`config.mk`:
```
export PLATFORM = sky130hd
export DESIGN_NAME = mem_access_ctrl
export DESIGN_NICKNAME = d
export VERILOG_FILES = /design/src/rtl/mem_access_ctrl.sv
export SDC_FILE = /design/constraint.sdc
export NUM_CORES = 1
export LEC_CHECK = 0
export ABC_AREA = 0
export CAP_MARGIN = 10
export CORE_MARGIN = 2
export CORE_UTILIZATION = 46
export CTS_CLUSTER_DIAMETER = 40
export DETAILED_ROUTE_END_ITERATION = 16
export HOLD_SLACK_MARGIN = 0.1
export PLACE_DENSITY_LB_ADDON = 0.1
export SLEW_MARGIN = 40
export SYNTH_ARGS = -nofsm -noshare
export SYNTH_HDL_FRONTEND = slang
export SYNTH_SLANG_ARGS = --single-unit
```
`constraint.sdc`:
```
create_clock -name clk -period 2.4 [get_ports clk]
set_input_delay 0.36 -clock clk [delete_from_list [all_inputs] [get_ports clk]]
set_output_delay 0.36 -clock clk [all_outputs]
set_load 0.03 [all_outputs]
```
`src/rtl/mem_access_ctrl.sv`:
```
// mem_access_ctrl: MEM-stage load/store controller driving a req/ack data
// memory port, with lane steering, load extension and misalignment errors.
//
// Ports:
//   clk, rst            clock, synchronous active-high reset
//   Mem_read, Mem_write load/store request from the main decoder
//   funct3              access size/sign (LB/LH/LW/LBU/LHU, SB/SH/SW)
//   addr_i, wdata_i     byte address, store data
//   stall               freeze pipeline (combinational)
//   rdata_o/rdata_valid extended load result (registered)
//   err                 one-cycle pulse: misaligned, conflict or timeout
//   mem_req/we/addr/wdata/be, mem_ack/rdata  memory handshake port
//
// Build option: define MEM_TIMEOUT_EN to abort BUSY after TIMEOUT_CYCLES
// cycles without mem_ack. Default build waits for mem_ack indefinitely.
module mem_access_ctrl #(
  parameter int TIMEOUT_CYCLES = 255
) (
  input  logic        clk,
  input  logic        rst,
  input  logic        Mem_read,
  input  logic        Mem_write,
  input  logic [2:0]  funct3,
  input  logic [31:0] addr_i,
  input  logic [31:0] wdata_i,
  output logic        stall,
  output logic [31:0] rdata_o,
  output logic        rdata_valid,
  output logic        err,
  output logic        mem_req,
  output logic        mem_we,
  output logic [31:0] mem_addr,
  output logic [31:0] mem_wdata,
  output logic [3:0]  mem_be,
  input  logic        mem_ack,
  input  logic [31:0] mem_rdata
);

  localparam logic [1:0] IDLE = 2'd0;
  localparam logic [1:0] BUSY = 2'd1;
  localparam logic [1:0] DONE = 2'd2;

  logic [1:0]  state_q, state_d;
  logic        mem_req_q, mem_req_d;
  logic        mem_we_q, mem_we_d;
  logic [31:0] mem_addr_q, mem_addr_d;
  logic [31:0] mem_wdata_q, mem_wdata_d;
  logic [3:0]  mem_be_q, mem_be_d;
  logic [31:0] rdata_q, rdata_d;
  logic        rdata_valid_q, rdata_valid_d;
  logic        err_q, err_d;
  logic [2:0]  funct3_q, funct3_d;
  logic [1:0]  off_q, off_d;

  logic        req_any;
  logic        is_byte;
  logic        is_half;
  logic        is_word;
  logic        f3_bad;
  logic        misal;
  logic        req_bad;
  logic [3:0]  be_new;
  logic [31:0] wdata_new;
  logic [31:0] lane;
  logic [31:0] load_val;

  assign req_any = Mem_read | Mem_write;
  assign is_byte = funct3[1:0] == 2'b00;
  assign is_half = funct3[1:0] == 2'b01;
  assign is_word = funct3 == 3'b010;
  // 011, 110 and 111 have no access size
  assign f3_bad  = (funct3[1:0] == 2'b11)
                 | (funct3 == 3'b110);
  assign misal   = (is_half & addr_i[0])
                 | (is_word & (addr_i[1:0] != 2'b00));
  assign req_bad = (Mem_read & Mem_write)
                 | f3_bad | misal;

  always_comb begin
    be_new    = 4'b1111;
    wdata_new = wdata_i;
    unique case (1'b1)
      is_byte: begin
        be_new    = 4'b0001 << addr_i[1:0];
        wdata_new = {4{wdata_i[7:0]}};
      end
      is_half: begin
        be_new    = 4'b0011 << addr_i[1:0];
        wdata_new = {2{wdata_i[15:0]}};
      end
      default: ;
    endcase
  end

  // shift the addressed lane down to bit 0, then extend
  assign lane = mem_rdata >> {off_q, 3'b000};

  always_comb begin
    load_val = lane;
    unique case (1'b1)
      funct3_q[1:0] == 2'b00:
        load_val = {{24{~funct3_q[2] & lane[7]}},
                    lane[7:0]};
      funct3_q[1:0] == 2'b01:
        load_val = {{16{~funct3_q[2] & lane[15]}},
                    lane[15:0]};
      default: ;
    endcase
  end

`ifdef MEM_TIMEOUT_EN
  localparam int CW =
    (TIMEOUT_CYCLES > 255) ?
    $clog2(TIMEOUT_CYCLES + 1) : 8;
  localparam logic [CW-1:0] TO_LAST =
    CW'(TIMEOUT_CYCLES - 1);

  logic [CW-1:0] cnt_q, cnt_d;
  logic          timeout;

  // counter holds the ack-less BUSY cycles already spent
  assign timeout = cnt_q == TO_LAST;
`else
  logic unused_timeout;
  assign unused_timeout = TIMEOUT_CYCLES != 0;
`endif

  always_comb begin
    state_d       = state_q;
    mem_req_d     = mem_req_q;
    mem_we_d      = mem_we_q;
    mem_addr_d    = mem_addr_q;
    mem_wdata_d   = mem_wdata_q;
    mem_be_d      = mem_be_q;
    rdata_d       = rdata_q;
    funct3_d      = funct3_q;
    off_d         = off_q;
    rdata_valid_d = 1'b0;
    err_d         = 1'b0;
`ifdef MEM_TIMEOUT_EN
    cnt_d         = cnt_q;
`endif
    case (state_q)
      IDLE: begin
        if (req_any) begin
          if (req_bad) begin
            err_d   = 1'b1;
            rdata_d = '0;
            state_d = DONE;
          end else begin
            mem_req_d   = 1'b1;
            mem_we_d    = Mem_write;
            mem_addr_d  = {addr_i[31:2], 2'b00};
            mem_be_d    = be_new;
            mem_wdata_d = wdata_new;
            funct3_d    = funct3;
            off_d       = addr_i[1:0];
            state_d     = BUSY;
`ifdef MEM_TIMEOUT_EN
            cnt_d       = '0;
`endif
          end
        end
      end
      BUSY: begin
        // ack wins over a timeout in the same cycle
        if (mem_ack) begin
          mem_req_d = 1'b0;
          state_d   = DONE;
          if (!mem_we_q) begin
            rdata_d       = load_val;
            rdata_valid_d = 1'b1;
          end
        end
`ifdef MEM_TIMEOUT_EN
        else if (timeout) begin
          mem_req_d = 1'b0;
          err_d     = 1'b1;
          rdata_d   = '0;
          state_d   = DONE;
        end else begin
          cnt_d = cnt_q + 1'b1;
        end
`endif
      end
      DONE:    state_d = IDLE;
      default: state_d = IDLE;
    endcase
  end

  always_comb begin
    stall = 1'b0;
    case (state_q)
      IDLE:    stall = req_any;
      BUSY:    stall = 1'b1;
      default: stall = 1'b0;
    endcase
  end

  always_ff @(posedge clk) begin
    if (rst) begin
      state_q       <= IDLE;
      mem_req_q     <= 1'b0;
      mem_we_q      <= 1'b0;
      mem_addr_q    <= '0;
      mem_wdata_q   <= '0;
      mem_be_q      <= '0;
      rdata_q       <= '0;
      rdata_valid_q <= 1'b0;
      err_q         <= 1'b0;
      funct3_q      <= '0;
      off_q         <= '0;
`ifdef MEM_TIMEOUT_EN
      cnt_q         <= '0;
`endif
    end else begin
      state_q       <= state_d;
      mem_req_q     <= mem_req_d;
      mem_we_q      <= mem_we_d;
      mem_addr_q    <= mem_addr_d;
      mem_wdata_q   <= mem_wdata_d;
      mem_be_q      <= mem_be_d;
      rdata_q       <= rdata_d;
      rdata_valid_q <= rdata_valid_d;
      err_q         <= err_d;
      funct3_q      <= funct3_d;
      off_q         <= off_d;
`ifdef MEM_TIMEOUT_EN
      cnt_q         <= cnt_d;
`endif
    end
  end

  assign mem_req     = mem_req_q;
  assign mem_we      = mem_we_q;
  assign mem_addr    = mem_addr_q;
  assign mem_wdata   = mem_wdata_q;
  assign mem_be      = mem_be_q;
  assign rdata_o     = rdata_q;
  assign rdata_valid = rdata_valid_q;
  assign err         = err_q;

endmodule

```
==> report_table.html <==
<table>
<tr><th>Metric</th><th>Value</th></tr>
<tr><th colspan="2">Outcome</th></tr>
<tr><td>Status</td><td>finished clean</td></tr>
<tr><th colspan="2">Logic synthesis</th></tr>
<tr><td>Proportion of netlist area held by the largest area contributor</td><td>43.4%</td></tr>
<tr><td>#FFs+latches synth</td><td>109</td></tr>
<tr><td>Synth Flop Type</td><td>dfxtp_1</td></tr>
<tr><td>Synth top cells by count</td><td>dfxtp_1 (109), a21oi_1 (88), o21ai_0 (67)</td></tr>
<tr><td>Cell count after synthesis</td><td>552</td></tr>
<tr><td>Cell type with the highest aggregate area in the netlist</td><td>dfxtp_1</td></tr>
<tr><td>Avg Cell Area, Syn</td><td>9.10 um2</td></tr>
<tr><td>Post-synthesis cell area</td><td>5020 um2</td></tr>
<tr><td>Number of synthesis warnings</td><td>0</td></tr>
<tr><td>Cell with the most instances after synthesis</td><td>dfxtp_1</td></tr>
<tr><td>Number of synthesized flops with an enable pin</td><td>0</td></tr>
<tr><td>Ranking of synthesized cells by area</td><td>dfxtp_1 (43%), a21oi_1 (8.8%), o21ai_0 (6.7%)</td></tr>
<tr><td>Portion of the post-synthesis area used by sequential elements</td><td>43.4%</td></tr>
<tr><td>Share of flip-flops with an asynchronous set or reset after synthesis</td><td>0%</td></tr>
<tr><td>Count of distinct cell types in the synthesized netlist</td><td>50</td></tr>
<tr><th colspan="2">Timing</th></tr>
<tr><td>Fin Hold WS</td><td>477 ps</td></tr>
<tr><td>Final min period</td><td>2210 ps</td></tr>
<tr><td>Final cycle utilization of the critical path</td><td>91.9%</td></tr>
<tr><td>F_max</td><td>453 MHz</td></tr>
<tr><td>Final-layout setup total negative slack</td><td>0 ps</td></tr>
<tr><td>Hold Vio Cnt, Final</td><td>0</td></tr>
<tr><td>Max-slew headroom</td><td>57.1%</td></tr>
<tr><td>Skew final</td><td>10.0 ps</td></tr>
<tr><td>Setup repair after global routing missed its margin</td><td>false</td></tr>
<tr><td>Final count of negative-setup-slack endpoints</td><td>0</td></tr>
<tr><td>Actual slew at the worst max-slew pin</td><td>641 ps</td></tr>
<tr><td>Final-report max-slew violation count</td><td>0</td></tr>
<tr><th colspan="2">Worst setup path</th></tr>
<tr><td>Family with the most delay on the worst path</td><td>buffers and inverters</td></tr>
<tr><td>Combined buffer and inverter count along the critical path</td><td>2</td></tr>
<tr><td>Worst reg2reg setup slack</td><td>540 ps</td></tr>
<tr><td>Crit start category</td><td>input pin</td></tr>
<tr><td>Critical-path cell with the highest stage delay</td><td>clkdlybuf4s50_1</td></tr>
<tr><td>Delay of the slowest cell on the worst path</td><td>680 ps</td></tr>
<tr><td>Crit path required time</td><td>2040 ps</td></tr>
<tr><td>Type of element capturing the critical path</td><td>primary output</td></tr>
<tr><td>Path type of the worst setup path</td><td>in2out</td></tr>
<tr><td>Cell type with the highest occurrence count on the critical path</td><td>clkdlybuf4s50_1</td></tr>
<tr><td>CP arrival</td><td>1850 ps</td></tr>
<tr><td>Cells along the critical path</td><td>clkdlybuf4s50_1, nor3_1, nor2_1, clkdlybuf4s50_1</td></tr>
<tr><td>Maximum fanout encountered on the critical timing path</td><td>5</td></tr>
<tr><th colspan="2">Place</th></tr>
<tr><td>Number of buffer cells added on primary ports</td><td>206</td></tr>
<tr><td>Post-DP HPWL</td><td>10,800 um</td></tr>
<tr><td>Inst Count DP</td><td>864</td></tr>
<tr><td>Post-place instance area</td><td>7180 um2</td></tr>
<tr><td>Gp weighted congestion</td><td>0.892</td></tr>
<tr><th colspan="2">Layout</th></tr>
<tr><td>Area overhead of the layout relative to synthesis</td><td>47.2%</td></tr>
<tr><td>FF/Latch Area</td><td>2180 um2</td></tr>
<tr><td>Post-Layout Cell Count</td><td>880</td></tr>
<tr><td>Final core utilization</td><td>68.8%</td></tr>
<tr><td>Ant diodes</td><td>0</td></tr>
<tr><td># nets final</td><td>839</td></tr>
<tr><td>Layout cells sized above 1</td><td>9.59%</td></tr>
<tr><td>Area of all placed cells without fillers</td><td>7400 um2</td></tr>
<tr><td>Multi-input combinational cell area</td><td>2500 um2</td></tr>
<tr><td>Number of inserted filler cells in the final layout</td><td>907</td></tr>
<tr><th colspan="2">Global route</th></tr>
<tr><td>Global-route wire length before repair</td><td>24,100 um</td></tr>
<tr><td>Via count of the first global-routing pass</td><td>4,768</td></tr>
<tr><td>GRT Resource Usage Total</td><td>25.8%</td></tr>
<tr><td>Initial antenna violation count</td><td>0</td></tr>
<tr><td>Overflow left after global routing</td><td>0</td></tr>
<tr><td>Pin count of the biggest net entering global routing</td><td>78</td></tr>
<tr><th colspan="2">Clock tree</th></tr>
<tr><td>Clock transition at the registers of the reported paths</td><td>90 ps</td></tr>
<tr><td>Buffer cell driving the clock tree root</td><td>clkbuf_8</td></tr>
<tr><td>Clock tree from TritonCTS</td><td>built</td></tr>
<tr><td>CTS H-tree depth</td><td>3</td></tr>
<tr><td>Post-CTS Hold Fix Bufs</td><td>0</td></tr>
<tr><td>Post-CTS setup buffer count</td><td>0</td></tr>
<tr><td>TritonCTS Sinks</td><td>109</td></tr>
<tr><td>Insertion delay to the later sink of the worst-skew pair</td><td>370 ps</td></tr>
<tr><td>Gates resized, CTS repair</td><td>0</td></tr>
<tr><td>CTS Buffer Depth</td><td>2</td></tr>
<tr><td>TritonCTS buffer count</td><td>9</td></tr>
<tr><th colspan="2">Flow run</th></tr>
<tr><td>Max Cap Viol</td><td>0</td></tr>
<tr><th colspan="2">Drt</th></tr>
<tr><td>Residual DRC count</td><td>0</td></tr>
<tr><td>Antenna-violating nets left</td><td>0</td></tr>
<tr><td>Pre-antenna DRT Iters</td><td>5</td></tr>
<tr><td>Detail-routed net length per standard cell</td><td>17.3 um</td></tr>
<tr><td>Total number of vias</td><td>5,054</td></tr>
<tr><td>Iter 0 DRT Violations</td><td>252</td></tr>
<tr><td>Sum of routed wire length over all layers</td><td>15,300 um</td></tr>
<tr><td>Via count normalized by instance count</td><td>5.74</td></tr>
<tr><th colspan="2">Pwr</th></tr>
<tr><td>Power density cells</td><td>592 nW/um2</td></tr>
<tr><td>IR drop worst, VDD</td><td>0.363 mV</td></tr>
<tr><td>Leak pwr</td><td>2.55 nW</td></tr>
<tr><th colspan="2">Die</th></tr>
<tr><td>Die Ht</td><td>109 um</td></tr>
<tr><td>Num ports</td><td>209</td></tr>
<tr><td>Horizontal extent of the die</td><td>109 um</td></tr>
<tr><td>Core region area</td><td>10,700 um2</td></tr>
<tr><td>Std cell rows</td><td>38</td></tr>
<tr><td>Starting density of the core</td><td>46.8%</td></tr>
<tr><td>Area enclosed by the die boundary</td><td>11,800 um2</td></tr>
<tr><th colspan="2">Min path</th></tr>
<tr><td>Kind of path behind the tightest hold check</td><td>reg2reg</td></tr>
</table>
==> cell families after synthesis <==
group / share of synthesized area, %
multiplexers: 8.42
AO/OA/AOI/OAI: 29.2
AND/OR/NAND/NOR: 11.8
other: 0.0746
buffers and inverters: 7.10
flip-flops: 43.4
==> layout make-up <==
type | instances | area share (%)
timing repair buffer | 231 | 31.2
multi-input combinational | 380 | 33.9
inverter | 4 | 0.203
clock buffer | 10 | 1.86
clock inverter | 6 | 0.947
tap | 140 | 2.37
sequential | 109 | 29.5
==> sequential cells by signal, indices dropped and copies added (netlist names) <==
signal and count:
state_q 2, err 1, mem_addr 30, rdata_valid 1, mem_we 1, mem_wdata 32, funct3_q 3, off_q 2
rdata_o 32, mem_req 1, mem_be 4
==> layout by cell type, fill, tap and decap left out, drive strengths merged, types with 2 or more instances in the layout <==
master and instances:
inv 5, a221o 17, o2111ai 8, dfxtp 109, clkdlybuf4s50 205, clkinv 4, mux2 8, clkbuf 10
a211oi 9, o2bb2ai 14, nor4 2, a311oi 8, nor3b 2, a21oi 92, nand3b 9, nor2 16
conb 2, or2 2, nor3 7, nand4 2, buf 26, nand2b 2, nor2b 2, nand2 18
nand3 45, o31ai 2, o21ai 69, mux2i 31, a2111oi 3
==> routing by layer <==
metal	wire, um	vias to the layer above	GRT usage [%]
li1	-	2427	-
met1	6650	2402	35.2
met2	7110	200	39.3
met3	1210	25	6.99
met4	286	0	8.97
met5	0	-	0
==> metrics by stage <==
step | power, mW | worst slack (ps)
floorplan | 2.71 | 757
global placement | 3.22 | 96.6
detailed placement | 3.25 | 149
CTS | 4.39 | 178
global route | 4.57 | 107
finish | 4.38 | 194
==> worst paths after layout <==
path,from,end,cells after the start
worst max-delay path,Mem_read,stall,4
worst max register to register,state_q[1],rdata_o[16],6
worst min register to register,rdata_o[14],rdata_o[14],1
worst min-delay path,rdata_o[14],rdata_o[14],1
==> worst register-to-register path, cell delays in order (launching register included) <==
cell       delay (ps)
dfxtp_1           480
nand4bb_1         190
or2_1             220
buf_4             280
nor2_1             90
buf_4             170
a221o_1           320
==> report_power, final <==
part / total [mW] / switching (mW) / internal (mW) / leakage (nW)
registers: 1.98 / 0.0652 / 1.91 / 0.888
logic: 1.23 / 0.692 / 0.541 / 1.55
clock network: 1.16 / 0.643 / 0.521 / 0.107
total: 4.38 / 1.40 / 2.98 / 2.55
No activity file was read; power rests on OpenSTA's default activity.
